--- src/rtl/pipeline_hazard_unit.sv ---
// Hazard control for the 5-stage pipeline: scoreboard of in-flight writes, stalls, flushes, forwarding selects.
// Outputs are combinational from the stage records and ID inputs; records and saturating counters are registered.
module pipeline_hazard_unit #(
  parameter int REG_AW = 5,
  parameter int FWD_EN = 1,
  parameter int CNT_W  = 16
) (
  input  logic              clk,
  input  logic              reset,
  input  logic              id_valid,
  input  logic [REG_AW-1:0] id_rs,
  input  logic [REG_AW-1:0] id_rt,
  input  logic              id_use_rs,
  input  logic              id_use_rt,
  input  logic [REG_AW-1:0] id_dest,
  input  logic              id_wen,
  input  logic              id_load,
  input  logic              id_mem,
  input  logic              id_jump,
  input  logic              ex_redirect,
  input  logic              mem_ready,
  output logic              pc_we,
  output logic              ifid_we,
  output logic              idex_we,
  output logic              exmem_we,
  output logic              ifid_flush,
  output logic              idex_bubble,
  output logic              wb_kill,
  output logic [1:0]        fwd_a,
  output logic [1:0]        fwd_b,
  output logic [CNT_W-1:0]  stall_cnt,
  output logic [CNT_W-1:0]  flush_cnt
);

  typedef struct packed {
    logic              valid;
    logic [REG_AW-1:0] dest;
    logic              wen;
    logic              load;
    logic              mem;
    logic [REG_AW-1:0] rs;
    logic [REG_AW-1:0] rt;
  } rec_t;

  localparam logic [CNT_W-1:0] CNT_ONE = {{(CNT_W-1){1'b0}}, 1'b1};

  rec_t ex_q, mem_q, wb_q;
  rec_t id_rec;
  logic freeze;
  logic stall;
  logic data_hazard;

  function automatic logic dep(input rec_t x, input logic [REG_AW-1:0] r);
    return x.valid & x.wen & (x.dest == r) & (r != '0);
  endfunction

  function automatic logic use_hit(input rec_t x, input logic use_rs, input logic [REG_AW-1:0] rs,
                                   input logic use_rt, input logic [REG_AW-1:0] rt);
    return (use_rs & dep(x, rs)) | (use_rt & dep(x, rt));
  endfunction

  // MEM has priority over WB; a load still in MEM has no data yet.
  function automatic logic [1:0] fwd_sel(input rec_t ex, input rec_t mem, input rec_t wb,
                                         input logic [REG_AW-1:0] r);
    if (!ex.valid)                   return 2'b00;
    else if (dep(mem, r) && !mem.load) return 2'b01;
    else if (dep(wb, r))             return 2'b10;
    else                             return 2'b00;
  endfunction

  always_comb begin
    freeze = mem_q.valid & mem_q.mem & ~mem_ready;
    if (FWD_EN != 0) begin
      data_hazard = use_hit(ex_q, id_use_rs, id_rs, id_use_rt, id_rt) & ex_q.load;
    end else begin
      data_hazard = use_hit(ex_q, id_use_rs, id_rs, id_use_rt, id_rt) |
                    use_hit(mem_q, id_use_rs, id_rs, id_use_rt, id_rt);
    end
    stall = ~freeze & ~ex_redirect & id_valid & data_hazard;

    pc_we       = ~freeze & ~stall;
    ifid_we     = ~freeze & ~stall;
    idex_we     = ~freeze;
    exmem_we    = ~freeze;
    wb_kill     = freeze;
    // A frozen redirect stays in EX and is acted on once the freeze lifts.
    ifid_flush  = ~freeze & (ex_redirect | (~stall & id_valid & id_jump));
    idex_bubble = ~freeze & (ex_redirect | stall);

    fwd_a = 2'b00;
    fwd_b = 2'b00;
    if (FWD_EN != 0) begin
      fwd_a = fwd_sel(ex_q, mem_q, wb_q, ex_q.rs);
      fwd_b = fwd_sel(ex_q, mem_q, wb_q, ex_q.rt);
    end

    id_rec.valid = id_valid & ~idex_bubble;
    id_rec.dest  = id_dest;
    id_rec.wen   = id_wen;
    id_rec.load  = id_load;
    id_rec.mem   = id_mem;
    id_rec.rs    = id_rs;
    id_rec.rt    = id_rt;
  end

  always_ff @(posedge clk or negedge reset) begin
    if (!reset) begin
      ex_q      <= '0;
      mem_q     <= '0;
      wb_q      <= '0;
      stall_cnt <= '0;
      flush_cnt <= '0;
    end else begin
      if (idex_we)  ex_q  <= id_rec;
      if (exmem_we) mem_q <= ex_q;
      wb_q <= freeze ? rec_t'('0) : mem_q;
      if ((freeze || stall) && stall_cnt != '1) stall_cnt <= stall_cnt + CNT_ONE;
      if (ifid_flush && flush_cnt != '1)        flush_cnt <= flush_cnt + CNT_ONE;
    end
  end

  logic unused_wb_fields;
  assign unused_wb_fields = ^{wb_q.load, wb_q.mem, wb_q.rs, wb_q.rt};

endmodule

--- config.mk ---
export PLATFORM = sky130hd
export DESIGN_NAME = pipeline_hazard_unit
export DESIGN_NICKNAME = d
export VERILOG_FILES = /design/src/rtl/pipeline_hazard_unit.sv
export SDC_FILE = /design/constraint.sdc
export NUM_CORES = 1
export LEC_CHECK = 0
export ABC_CLOCK_PERIOD_IN_PS = 4700
export CELL_PAD_IN_SITES_DETAIL_PLACEMENT = 0
export CELL_PAD_IN_SITES_GLOBAL_PLACEMENT = 1
export CORE_ASPECT_RATIO = 1.75
export CORE_MARGIN = 2
export CORE_UTILIZATION = 48
export CTS_CLUSTER_DIAMETER = 40
export DETAILED_ROUTE_END_ITERATION = 10
export DONT_BUFFER_PORTS = 1
export GPL_ROUTABILITY_DRIVEN = 0
export PLACE_DENSITY_LB_ADDON = 0.12
export RECOVER_POWER = 50
export SLEW_MARGIN = 20
export SYNTH_ARGS = -nofsm -noshare
export SYNTH_HDL_FRONTEND = slang
export SYNTH_SLANG_ARGS = --single-unit
--- constraint.sdc ---
create_clock -name clk -period 4.7 [get_ports clk]
set_input_delay 1.41 -clock clk [delete_from_list [all_inputs] [get_ports clk]]
set_output_delay 1.41 -clock clk [all_outputs]
set_load 0.05 [all_outputs]
After elaboration in Yosys (flattened, before gate mapping)
Index checks and enable logic that the tools add are counted.
Widths: inputs -> output; s select.
Cells by class
  add/subtract/negate cells: 2
  equality and inequality tests: 8
  mux-type cells: 7
  bitwise logic cells: 37
  reductions and logical operators: 10
Operators with widths (number)
  $add 16x1->16 const B: 2
  $ne 16x16->1 const B: 2
  $eq 5x5->1: 6
  $and 1x1->1: 29
  $reduce_bool 5->1: 4
  $mux 19: 1
  $mux 2: 6
  $not 1->1: 5
  $logic_and 1x1->1: 4
  $or 1x1->1: 3
  $logic_not 1->1: 1
  $logic_or 1x1->1: 1
Word-level totals
  flip-flop bits (word level): 77
  output and inout port bits: 43
  logic and storage cells: 83

Longest topological paths before layout
  word-level depth: 13
  mapped depth: 9

Worst setup path before layout
OpenSTA, ideal clock, no wires.
  path kind: input -> output
  from: in id_rs[0]
  to: out ifid_flush
  arrival time: 3267 ps
  path slack: 23 ps
  stages on the path: 7
  path through: or4_1 a21oi_2 or4_1 buf_4 nand3_4 buf_4 nor2_1
On the way
  longest elaborated chain between the ends: 12
  elaborated cells between the ends (all ways): 13
  those cells by class: eq/ne (1); bitwise (11); reduce/logical (1)
Ends and longest elaborated chain
  start: declaration: line 11  | input logic [REG_AW-1:0] id_rs,
  $eq 5x5->1
  $and 1x1->1
  $and 1x1->1 (*) (2 in series)
  $or 1x1->1 (*)
  $and 1x1->1 (*): line 74  | data_hazard = use_hit(ex_q, id_use_rs, id_rs, id_use_rt, id_rt) & ex_q.load;
  $and 1x1->1 (*): line 79  | stall = ~freeze & ~ex_redirect & id_valid & data_hazard;
  $not 1->1 (*): line 87  | ifid_flush = ~freeze & (ex_redirect | (~stall & id_valid & id_jump));
  $and 1x1->1 (*) (2 in series): line 87
  $or 1x1->1 (*): line 87
  $and 1x1->1 (*): line 87
  end: declaration: line 26  | output logic ifid_flush,
Every way passes the cells marked *; elsewhere a longest branch is shown, timed or not.

Worst setup path in the final report
  from: in id_rt[0]
  to: out ifid_flush
On the way
  longest elaborated chain between the ends: 12
  elaborated cells between the ends (all ways): 13
  those cells by class: eq/ne (1); bitwise (11); reduce/logical (1)
Ends and longest elaborated chain
  start: declaration: line 12  | input logic [REG_AW-1:0] id_rt,
  $eq 5x5->1
  $and 1x1->1
  $and 1x1->1 (*) (2 in series)
  $or 1x1->1 (*)
  $and 1x1->1 (*): line 74
  $and 1x1->1 (*): line 79
  $not 1->1 (*): line 87
  $and 1x1->1 (*) (2 in series): line 87
  $or 1x1->1 (*): line 87
  $and 1x1->1 (*): line 87
Marked as above.

==> results by group <==
Global routing
  • Largest net degree at the start of global routing: 68
  • Vias in the first global route: 2,441
  • Initial antenna violation count: 0
  • Tot GR Track Use: 21.00%
  • Congestion Overflow GR: 0
  • First-pass GRT wire length: 11,830 um

Setup path
  • CP Class: input port to primary output
  • Worst path slowest cell: or4_1
  • CP Launch Type: input port
  • RR Startpoint: mem_q[18]
  • Reg-to-reg slack, setup: 2.16 ns
  • Worst path max stage delay: 0.51 ns
  • Crit-path leading delay family: simple AND/OR/NAND/NOR gates
  • Cell mode on critical path: or4_1
  • Req. time, crit path: 3.29 ns
  • Critical Path, Cell by Cell: or4_1, a21oi_1, or4_1, nand3_4, nor2_1, buf_4
  • CP Data Arrival Time: 2.87 ns
  • Critical path launch point: id_rt[0]
  • Worst setup EP type: primary output
  • Worst Path Buf+Inv: 1
  • Crit path max fanout: 7

Die
  • Core ar.: 6807 um2
  • Die H: 114.7 um
  • I/O pin cnt: 69
  • Starting density of the core: 49.36%
  • Area of the die: 7710 um2
  • Die X: 67.24 um
  • Rows: 40

CTS
  • CTS tree: done
  • Post-CTS Resized: 0
  • CTS root buffer: clkbuf_16
  • Post-CTS Setup Inserts: 0
  • # hold bufs at CTS: 0
  • Total clock sinks: 67
  • Reg clk slew, reported paths: 0.05 ns
  • Num CTS Buffers: 9
  • CTS max path bufs: 2
  • # H-tree levels: 3
  • Worst skew pair latency: 0.33 ns

Cells and area
  • Nets: 385
  • Fin cells: 446
  • Fillers: 651
  • ANT cells: 0
  • Layout cells sized above 1: 9.392%
  • P&R area growth vs syn: 13.41%

Synthesis
  • Count leader, synth: nand2_1
  • Ys flop type: dfrtp_1
  • Cells after Synth: 354
  • Yosys cell types: 44
  • Yosys reg bits: 67
  • Synth area leader: dfrtp_1
  • Async set or reset register ratio after synthesis: 100.0%
  • Post-synth top cells: 97 x nand2_1, 67 x dfrtp_1, 32 x xnor2_1, 18 x xor2_1
  • Synth Cell Area: 3359 um2
  • Synth Warn #: 0
  • Syn_nets: 382
  • Syn Area/Cell: 9.490 um2
  • EDFF count, synth: 0
  • Sequential share of the synthesized area: 49.91%
  • Synth top area share: 49.91%
  • Top cells by area, synth: dfrtp_1 50%, nand2_1 11%, xnor2_1 8.3%

Timing
  • Final slew viol count: 0
  • Slew HR: 56.70%
  • Fin crit share: 90.97%
  • Slew at the pin closest to its max-slew limit: 0.6495 ns
  • Final worst setup slack: 0.4246 ns
  • Final hold violation count: 0
  • RSZ-0062 raised after global routing: false
  • Final setup fails: 0
  • Highest clock rate: 233.9 MHz
  • Total negative slack: 0 ns
  • Min cycle time layout: 4.275 ns
  • Clk_skew: 0.004074 ns

Pwr
  • Leak Pwr: 0.001756 uW
  • Power Density: 506.7 nW/um2
  • Worst IR Drop VDD: 252.0 uV

Run status
  • Outcome: completed

Route
  • Initial DRC count: 116
  • Wire length per cell: 16.66 um
  • Vias per cell: 5.511
  • DR vias: 2,458
  • Drt drc: 0
  • First-pass DRT Iterations: 4
  • Final wirelength: 7432 um
  • Number of antenna-violating nets in the routed design: 0

Place
  • Setup slack at placement: 0.4150 ns
  • PortBufs: 0
  • Placed cells: 430
  • Dpl hpwl: 5466 um

Job
  • MaxCap Viol Count: 0

Worst hold path
  • Hold Path Class: register to register
  • Min-delay src: ex_q[10]
-- per-layer routing --
layer | up-vias | track usage [%] | share of wire, %
met1 | 1188 | 22.58 | 38
met3 | 6 | 5.408 | 4.8
met5 | - | 0 | 0
met4 | 0 | 9.388 | 1.0
li1 | 1199 | - | -
met2 | 65 | 37.36 | 56
-- layout make-up --
| type | instances | area [um2] | share of cell area (%) |
|---|---|---|---|
| Sequential cell | 67 | 1677 | 44.01 |
| Timing Repair Buffer | 8 | 72.57 | 1.905 |
| Tap cell | 84 | 105.1 | 2.759 |
| Clock inverter | 5 | 100.1 | 2.627 |
| Inverter | 6 | 22.52 | 0.5911 |
| Clock buffer | 11 | 242.7 | 6.371 |
| Multi-Input combinational cell | 265 | 1590 | 41.74 |
-- sequential cells by signal (all words and copies together), names as in the netlist --
register	flops
ex_q	19
flush_cnt	16
mem_q	9
stall_cnt	16
wb_q	7
-- path summary, 6_finish.rpt --
kind	cells past startpoint	end
worst max-delay path	6	ifid_flush
worst min-delay path	2	ex_q[10]
worst max register to register	8	flush_cnt[6]
worst min register to register	2	ex_q[10]
max in group asynchronous	0	ex_q[3]
min in group asynchronous	0	flush_cnt[0]
-- logic make-up (layout without fill, tap and decap cells) --
logic type      Yosys count  in the layout  synth area share [%]
buf+inv                  22             30                 3.277
compound gates           21             21                 4.283
fa+ha+maj                 2              2                0.7448
mux                       4              4                 1.415
xor+xnor                 50             50                 13.04
simple gates            188            188                 27.34
flops                    67             67                 49.91
-- report_power, final --
| group | switching, uW | internal (uW) | leakage (uW) | total [uW] |
|---|---|---|---|---|
| clock | 236 | 530 | 0.000169 | 766 |
| sequential | 287 | 654 | 0.000836 | 941 |
| combinational | 118 | 105 | 0.000750 | 223 |
| total | 641 | 1290 | 0.00176 | 1930 |
-- cells in the final DEF, fill, tap and decap left out, drive strengths merged, types with 7 or more instances in the layout --
| cell | Yosys | final |
|---|---|---|
| or4 | 8 | 8 |
| xor2 | 18 | 18 |
| and2 | 7 | 7 |
| buf | 8 | 8 |
| nand3 | 15 | 15 |
| nand4 | 14 | 14 |
| dfrtp | 67 | 67 |
| nand2 | 97 | 97 |
| clkbuf | 8 | 11 |
| nor2 | 14 | 14 |
| xnor2 | 32 | 32 |
-- worst reg2reg max path: stages, from the launching register on --
cell and delay [ns]:
dfrtp_1 0.39, nand3_2 0.27, inv_1 0.32, buf_4 0.35
nor2_1 0.17, o21a_1 0.20, nand3_2 0.20, or3_1 0.38
xnor2_1 0.13
-- metrics by stage --
| stage | util [%] | total power (uW) | hold slack (ns) | cell area (um2) |
|---|---|---|---|---|
| detailed placement | 50.94 | 1179 | 0.4478 | 3467 |
| CTS | 55.97 | 1951 | 0.4605 | 3810 |
| finish | 55.97 | 1930 | 0.4566 | 3810 |
| global placement | 50.94 | 1171 | 0.4442 | 3467 |
| global route | 55.97 | 2022 | 0.4866 | 3810 |
| floorplan | - | 1113 | 0.4287 | 3359 |
(Power assumes the default switching activity.)
